File: config.mk
export PLATFORM = sky130hd
export DESIGN_NAME = viterbi_frame_ctrl
export DESIGN_NICKNAME = d
export VERILOG_FILES = /design/src/rtl/viterbi_frame_ctrl.sv
export SDC_FILE = /design/constraint.sdc
export NUM_CORES = 1
export LEC_CHECK = 0
export ABC_AREA = 1
export BUFFER_PORTS_ARGS = -buffer_cell sky130_fd_sc_hd__buf_2
export CAP_MARGIN = 20
export CORE_ASPECT_RATIO = 1.1
export CORE_MARGIN = 2
export CORE_UTILIZATION = 45
export DETAILED_ROUTE_END_ITERATION = 6
export PLACE_DENSITY = 0.7
export SLEW_MARGIN = 5
export SYNTH_ARGS = -nofsm -noshare
export SYNTH_HDL_FRONTEND = slang
export SYNTH_SLANG_ARGS = --single-unit
export TNS_END_PERCENT = 10
File: constraint.sdc
create_clock -name clk_i -period 6.2 [get_ports clk_i]
set_input_delay 0 -clock clk_i [delete_from_list [all_inputs] [get_ports clk_i]]
set_output_delay 0 -clock clk_i [all_outputs]
set_load 0.01 [all_outputs]
File: src/rtl/viterbi_frame_ctrl.sv
// Frame sequencer for the K=3 hard-decision Viterbi decoder: path metrics, survivor writes, traceback.
// Optional best-state traceback start: define VITERBI_FRAME_CTRL_BEST_STATE_EN.
module viterbi_frame_ctrl #(
  parameter int unsigned ADDR_W      = 6,
  parameter int unsigned INIT_PM     = 64,
  parameter int unsigned NORM_THRESH = 128
) (
  input  logic              clk_i,
  input  logic              rst_i,
  input  logic              start_i,
  input  logic [ADDR_W:0]   frame_len_i,
  input  logic              sym_valid_i,
  output logic              sym_ready_o,
  output logic [7:0]        pm_s0_o,
  output logic [7:0]        pm_s1_o,
  output logic [7:0]        pm_s2_o,
  output logic [7:0]        pm_s3_o,
  input  logic [7:0]        pm_s0_i,
  input  logic [7:0]        pm_s1_i,
  input  logic [7:0]        pm_s2_i,
  input  logic [7:0]        pm_s3_i,
  input  logic [3:0]        dec_bits_i,
  output logic              surv_we_o,
  output logic [ADDR_W-1:0] surv_addr_o,
  output logic [3:0]        surv_data_o,
  output logic              tb_start_o,
  output logic [ADDR_W-1:0] tb_last_addr_o,
  output logic [1:0]        tb_state_o,
  input  logic              tb_done_i,
  output logic              busy_o,
  output logic              done_o
);

  typedef enum logic [2:0] {StIdle, StRun, StTbReq, StTbWait, StDone} state_e;

  state_e            state_q;
  logic [7:0]        pm_q [4];
  logic [7:0]        pm_in [4];
  logic [7:0]        pm_nxt [4];
  logic [7:0]        pm_min;
  logic [ADDR_W-1:0] cnt_q;
  logic [ADDR_W:0]   len_q;
  logic [ADDR_W-1:0] tb_last_q;
  logic [1:0]        tb_state_q;
  logic [1:0]        best_state;
  logic              accept;
  logic              last_step;

  assign accept    = (state_q == StRun) && sym_valid_i;
  assign last_step = ({1'b0, cnt_q} == (len_q - (ADDR_W+1)'(1)));

  // Metrics only grow, so subtracting the common minimum keeps them inside 8 bits.
  always_comb begin
    pm_in[0] = pm_s0_i;
    pm_in[1] = pm_s1_i;
    pm_in[2] = pm_s2_i;
    pm_in[3] = pm_s3_i;
    pm_min   = pm_in[0];
    for (int i = 1; i < 4; i++) begin
      if (pm_in[i] < pm_min) pm_min = pm_in[i];
    end
    for (int i = 0; i < 4; i++) begin
      pm_nxt[i] = (pm_min >= 8'(NORM_THRESH)) ? pm_in[i] - pm_min : pm_in[i];
    end
  end

`ifdef VITERBI_FRAME_CTRL_BEST_STATE_EN
  logic [7:0] best_pm;

  // Strict less-than keeps the lowest index on ties.
  always_comb begin
    best_state = 2'd0;
    best_pm    = pm_nxt[0];
    for (int i = 1; i < 4; i++) begin
      if (pm_nxt[i] < best_pm) begin
        best_pm    = pm_nxt[i];
        best_state = 2'(i);
      end
    end
  end
`else
  assign best_state = 2'd0;
`endif

  always_ff @(posedge clk_i) begin
    if (rst_i) begin
      state_q    <= StIdle;
      pm_q       <= '{default: '0};
      cnt_q      <= '0;
      len_q      <= '0;
      tb_last_q  <= '0;
      tb_state_q <= 2'd0;
    end else begin
      unique case (state_q)
        StIdle: begin
          if (start_i) begin
            len_q <= frame_len_i;
            if (frame_len_i == '0) begin
              state_q <= StDone;
            end else begin
              pm_q    <= '{8'd0, 8'(INIT_PM), 8'(INIT_PM), 8'(INIT_PM)};
              cnt_q   <= '0;
              state_q <= StRun;
            end
          end
        end
        StRun: begin
          if (accept) begin
            pm_q  <= pm_nxt;
            cnt_q <= cnt_q + ADDR_W'(1);
            if (last_step) begin
              tb_last_q  <= cnt_q;
              tb_state_q <= best_state;
              state_q    <= StTbReq;
            end
          end
        end
        StTbReq:  state_q <= StTbWait;
        StTbWait: if (tb_done_i) state_q <= StDone;
        StDone:   state_q <= StIdle;
        default:  state_q <= StIdle;
      endcase
    end
  end

  assign sym_ready_o    = (state_q == StRun);
  assign surv_we_o      = accept;
  assign surv_addr_o    = cnt_q;
  assign surv_data_o    = (state_q == StRun) ? dec_bits_i : 4'd0;
  assign tb_start_o     = (state_q == StTbReq);
  assign tb_last_addr_o = tb_last_q;
  assign tb_state_o     = tb_state_q;
  assign busy_o         = (state_q != StIdle);
  assign done_o         = (state_q == StDone);
  assign pm_s0_o        = pm_q[0];
  assign pm_s1_o        = pm_q[1];
  assign pm_s2_o        = pm_q[2];
  assign pm_s3_o        = pm_q[3];

endmodule

# After elaboration in Yosys (flattened, before gate mapping)
# Cells that the tools add are included.
# W data, S select, Z words.
[totals] ramBits=0 rom_bits=0 wordCells=59 mem_count=0 out_inout_bits=55 regBits=54 latchBits=0 inputBits=48
[op_classes] div_mod_pow=0 shift=0 n_eq_ne=10 n_addsub=6 bitwise=0 multipliers=0 n_reduce_logical=9 n_lt_le_gt_ge=4 muxes=22
[ops] operator="$mux W32" n=3
[ops] operator="$pmux W32 S2" n=1
[ops] operator="$mux W8" n=7
[ops] operator="$sub A8 B8 Y8" n=4
[ops] operator="$lt A8 B8 Y1" n=3
[ops] operator="$mux W6" n=3
[ops] operator="$mux W3" n=5
[ops] operator="$pmux W3 S4" n=1
[ops] operator="$pmux W6 S2" n=1
[ops] operator="$ge A8 B8 Y1 const B" n=1
[ops] operator="$reduce_and A4 Y1" n=2
[ops] operator="$eq A6 B7 Y1" n=1
[ops] operator="$logic_not A7 Y1" n=1
[ops] operator="$sub A7 B1 Y7 const B" n=1
[ops] operator="$add A6 B1 Y6 const B" n=1
[ops] operator="$eq A3 B2 Y1 const B" n=2
[ops] operator="$ne A2 B2 Y1 const B" n=3
[ops] operator="$mux W4" n=1
[ops] operator="$ne A2 B1 Y1 const B" n=2
[ops] operator="$eq A3 B1 Y1 const B" n=1
[ops] operator="$eq A3 B3 Y1 const B" n=1
[ops] operator="$logic_not A3 Y1" n=1
[ops] operator="$reduce_and A3 Y1" n=1
[ops] operator="$reduce_bool A3 Y1" n=1
[ops] operator="other kinds (3)" n=3

# Depth between registers and ports, before layout
[depth] ltp_word=10 ltp_mapped=45 ltp_nobuf=41

# Worst setup path before layout
# OpenSTA, ideal clock, no wires.
[synth_timing] path_kind="input-to-reg" from="input port pm_s0_i[7]" to="register pm_q, in the netlist pm_s1_o[6]" required_time_ns=6.130 setup_slack_ns=0.433 setup_time_ns=0.070 stages=37 arrival_time_ns=5.698 cell_sequence="inv_1 > ha_1 > nand2_1 > inv_1 > nor2_1 > o21a_1 > nand2_4 > buf_2 > o21ai_0 > ha_1 > a21oi_1 > nor2_1 > a211oi_1 > nand2_4 > buf_4 > nand2_1 > o21a_1 > inv_1 > ha_1 > a21oi_1 > nor2_1 > a211oi_2 > nand2_4 > buf_8 > buf_8 > o21ai_0 > ha_1 > inv_1 > ha_1 > o21bai_2 > nand2_1 > nand3_1 > nand3_1 > nand2_1 > nand2_1 > nand3_1 > a21oi_1"
[synth_via] elab_chain_cells=10
[synth_rtl] element="start: declaration" line="18" rtl="input logic [7:0] pm_s0_i,"
[synth_rtl] element="$lt A8 B8 Y1" line="60" rtl="if (pm_in[i] < pm_min) pm_min = pm_in[i];"
[synth_rtl] element="$mux W8 *" line="60"
[synth_rtl] element="$lt A8 B8 Y1" line="60"
[synth_rtl] element="$mux W8 *" line="60"
[synth_rtl] element="$lt A8 B8 Y1" line="60"
[synth_rtl] element="$mux W8 *" line="60"
[synth_rtl] element="$sub A8 B8 Y8 / $ge A8 B8 Y1 (equally long branches)" line="63" rtl="pm_nxt[i] = (pm_min >= 8'(NORM_THRESH)) ? pm_in[i] - pm_min : pm_in[i];"
[synth_rtl] element="$mux W8 *" line="63"
[synth_rtl] element="$mux W32 *" line="108" rtl="if (accept) begin"
[synth_rtl] element="$pmux W32 S2 *" line="94" rtl="unique case (state_q)"
[synth_rtl] element="end signal: assignment" line="101" rtl="pm_q <= '{8'd0, 8'(INIT_PM), 8'(INIT_PM), 8'(INIT_PM)};"
[synth_rtl] element="end signal: assignment" line="109" rtl="pm_q <= pm_nxt;"
[synth_rtl] element="end: declaration" line="37" rtl="logic [7:0] pm_q [4];"
# Every way passes the cells marked *; elsewhere a longest branch is shown, timed or not. The select of a mux whose other input is x is not followed.
# A chain may end at the register's enable or synchronous reset.

# Final worst setup path
# Ends and elaborated chain as after synthesis.

==> impl_metrics.env <==
export IMPL_outcome="completed"
export IMPL_power_density_nw_per_um2=290.5
export IMPL_die_h_um=114.5
export IMPL_drive_above_1_share_pct=18.46
export IMPL_arrival_ps=5280
export IMPL_yosys_warnings=0
export IMPL_fin_ws_ps=1151
export IMPL_avgRoutedWirePerCell_um=13.96
export IMPL_dieArea_um2=11950
export IMPL_slew_violations=0
export IMPL_fin_util_pct=53.16
export IMPL_yosysTopAreaCellShare_pct=21.66
export IMPL_avgSynthCellArea_um2=6.124
export IMPL_postCtsSetupBuffers=0
export IMPL_root_buffer="clkbuf_16"
export IMPL_grt_max_degree=37
export IMPL_timing_critical_path_mode_cell="nand2_1"
export IMPL_grt_pass1_wl_mm=24.29
export IMPL_firstDrtPassIters=5
export IMPL_syn_to_final_growth_pct=15.67
export IMPL_cts_sinks=54
export IMPL_finalCritPeriodShare_pct=81.44
export IMPL_via_per_inst=5.202
export IMPL_wl_mm=14.76
export IMPL_r2r_cells=16
export IMPL_crit_slowest_cell="o21ai_0"
export IMPL_relSlewSlack_pct=52.34
export IMPL_grt_usage_pct=25.09
export IMPL_layout_nets=992
export IMPL_setup_tns_ps=0
export IMPL_yosys_area_top_type="dfxtp_1"
export IMPL_irDropWorstVdd_mv=0.1182
export IMPL_core_um2=10860
export IMPL_rsz0062_at_grt="no"
export IMPL_synth_seq_cells=54
export IMPL_power_leakage_nw=3.130
export IMPL_critical_path_class="input pin to register"
export IMPL_htreeDepth=2
export IMPL_antenna_found_initial=0
export IMPL_drt_iter0_markers=374
export IMPL_place_area_um2=5589
export IMPL_syn_inst=815
export IMPL_num_vias=5498
export IMPL_hp_class="input pin to register"
export IMPL_synth_cell_types=41
export IMPL_cts_tree="built"
export IMPL_min_path_cells=3
export IMPL_ys_flop_type="dfxtp_1"
export IMPL_overflow=0
export IMPL_insertedDiodeCount=0
export IMPL_min_period_ps=5049
export IMPL_dp_slack_ps=905.7
export IMPL_critical_path_endpoint="pm_s1_o[6]$_SDFFE_PP0P_"
export IMPL_tightest_slew_ps=714.9
export IMPL_seq_area_frac_synth_pct=21.66
export IMPL_rows=40
export IMPL_drcViolationCount=0
export IMPL_timing_rr_start="state_q[0]$_SDFFE_PP0P_"
export IMPL_final_cell_mix="nand2_1 (232), inv_1 (111), buf_2 (100)"
export IMPL_async_flop_share_pct=0
export IMPL_cp_max_fo=20
export IMPL_rrSetupSlack_ps=3310
export IMPL_cts_buffers=5
export IMPL_r2r_end="surv_addr_o[4]$_SDFFE_PP0P_"
export IMPL_startpoint="pm_s0_i[7]"
export IMPL_cp_end_kind="register"
export IMPL_required_ps=6430
export IMPL_cts_path_max_buffers=2
export IMPL_synthTopCellsByArea="dfxtp_1 (22%), nand2_1 (17%), nand3_1 (9.9%)"
export IMPL_synth_edff_count=0
export IMPL_syn_area_um2=4991
export IMPL_pin_count=103
export IMPL_hold_viol_final=0
export IMPL_io_buffers=100
export IMPL_antenna_left=0
export IMPL_finClkSkew_ps=11.07
export IMPL_grt_pass1_vias=5033
export IMPL_dp_hpwl_mm=11.47
export IMPL_die_x_um=104.4
export IMPL_setup_viol=0
export IMPL_clkTransAtPathRegs_ps=80
export IMPL_clk_insertion_delay_late_ps=310
export IMPL_maxCapViolCount=0
export IMPL_fmax_ghz=0.1980
export IMPL_final_common_cell="nand2_1"
export IMPL_place_congestion=0.9190
export IMPL_critical_path_max_stage_delay_ps=330
export IMPL_startpoint_type="input pin"
export IMPL_final_area_um2=5773
export IMPL_start_util_pct=45.96
## per-layer routing
layer  track usage (%)  vias up  part of all wire, %
met4             7.297        0                  2.2
met3             4.098       27                  6.7
li1                  -     2828                    -
met5                 0        -                    0
met1             31.84     2467                   44
met2             43.92      176                   47
## synthesized netlist by cell type (2+ instances only)
| cell | n |
|---|---|
| a211oi_1 | 2 |
| a21oi_1 | 56 |
| a31oi_1 | 3 |
| buf_2 | 8 |
| buf_4 | 6 |
| buf_8 | 2 |
| clkbuf_1 | 8 |
| dfxtp_1 | 54 |
| ha_1 | 35 |
| inv_1 | 111 |
| inv_2 | 5 |
| nand2_1 | 232 |
| nand2_2 | 24 |
| nand2_4 | 9 |
| nand3_1 | 99 |
| nand3_2 | 5 |
| nand4_1 | 5 |
| nor2_1 | 49 |
| nor3_1 | 7 |
| nor4_1 | 2 |
| o211ai_1 | 13 |
| o21a_1 | 7 |
| o21ai_0 | 31 |
| o21ai_1 | 5 |
| o21bai_1 | 6 |
| o21bai_2 | 3 |
| or4_1 | 2 |
| xnor2_1 | 5 |
| xor2_1 | 9 |
## flip-flops by register name, indices dropped and copies added (netlist names)
signal / flops
pm_s0_o: 8
pm_s2_o: 8
pm_s3_o: 8
state_q: 3
pm_s1_o: 8
surv_addr_o: 6
tb_last_addr_o: 6
len_q: 7
## report_power, final
| group | leakage [nW] | total (mW) | internal, mW | switching, mW |
|---|---|---|---|---|
| logic | 2.61 | 0.973 | 0.330 | 0.643 |
| clock network | 0.0759 | 0.302 | 0.155 | 0.147 |
| registers | 0.440 | 0.402 | 0.381 | 0.0215 |
## timing repair
action / 4_1_cts / 5_1_grt
endpoints found under the hold margin: 3 / 0
gates resized for setup: 0 / 0
hold buffers: 3 / 0
## kinds of logic after synthesis
group                      Yosys count  share of synthesized area (%)
other                                1                        0.07513
and+or+nand+nor                    436                          39.26
DFF                                 54                          21.66
AOI/OAI and AO/OA                  133                          15.84
adders and majority gates           35                          8.774
xor gates and xnor gates            14                          2.457
buffers and inverters              142                          11.93
## stage by stage
step	instances	power (mW)	hold slack (ps)
2_1_floorplan	816	1.144	87.13
3_5_place_dp	1046	1.371	292.1
6_report	1057	1.677	5.026
3_3_place_gp	1046	1.364	287.0
4_1_cts	1057	1.676	1.018
5_1_grt	1057	1.834	25.14
## worst min path at each step
stage                   start                     to
2_1_floorplan   dec_bits_i[0]         surv_data_o[0]
3_3_place_gp    dec_bits_i[3]         surv_data_o[3]
3_5_place_dp    dec_bits_i[1]         surv_data_o[1]
4_1_cts        frame_len_i[6]  len_q[6]$_SDFFE_PP0P_
5_1_grt               start_i  len_q[3]$_SDFFE_PP0P_
6_report       frame_len_i[6]  len_q[6]$_SDFFE_PP0P_
## critical path: cells and delay by family
kind            cells  cell delay [ps]
fa+ha+maj           5             1190
compound gates      9             1770
simple gates       15             1350
buf+inv             8              980
## layout make-up
type	instances	area (um2)
clock buffers	5	125.1
clock inverters	3	28.78
fillers	1165	5087
inverters	117	439.2
multi-input cells	620	3324
flip-flops and latches	54	1081
well taps	147	183.9
repair buffers	111	590.6
(Power assumes the default switching activity.)
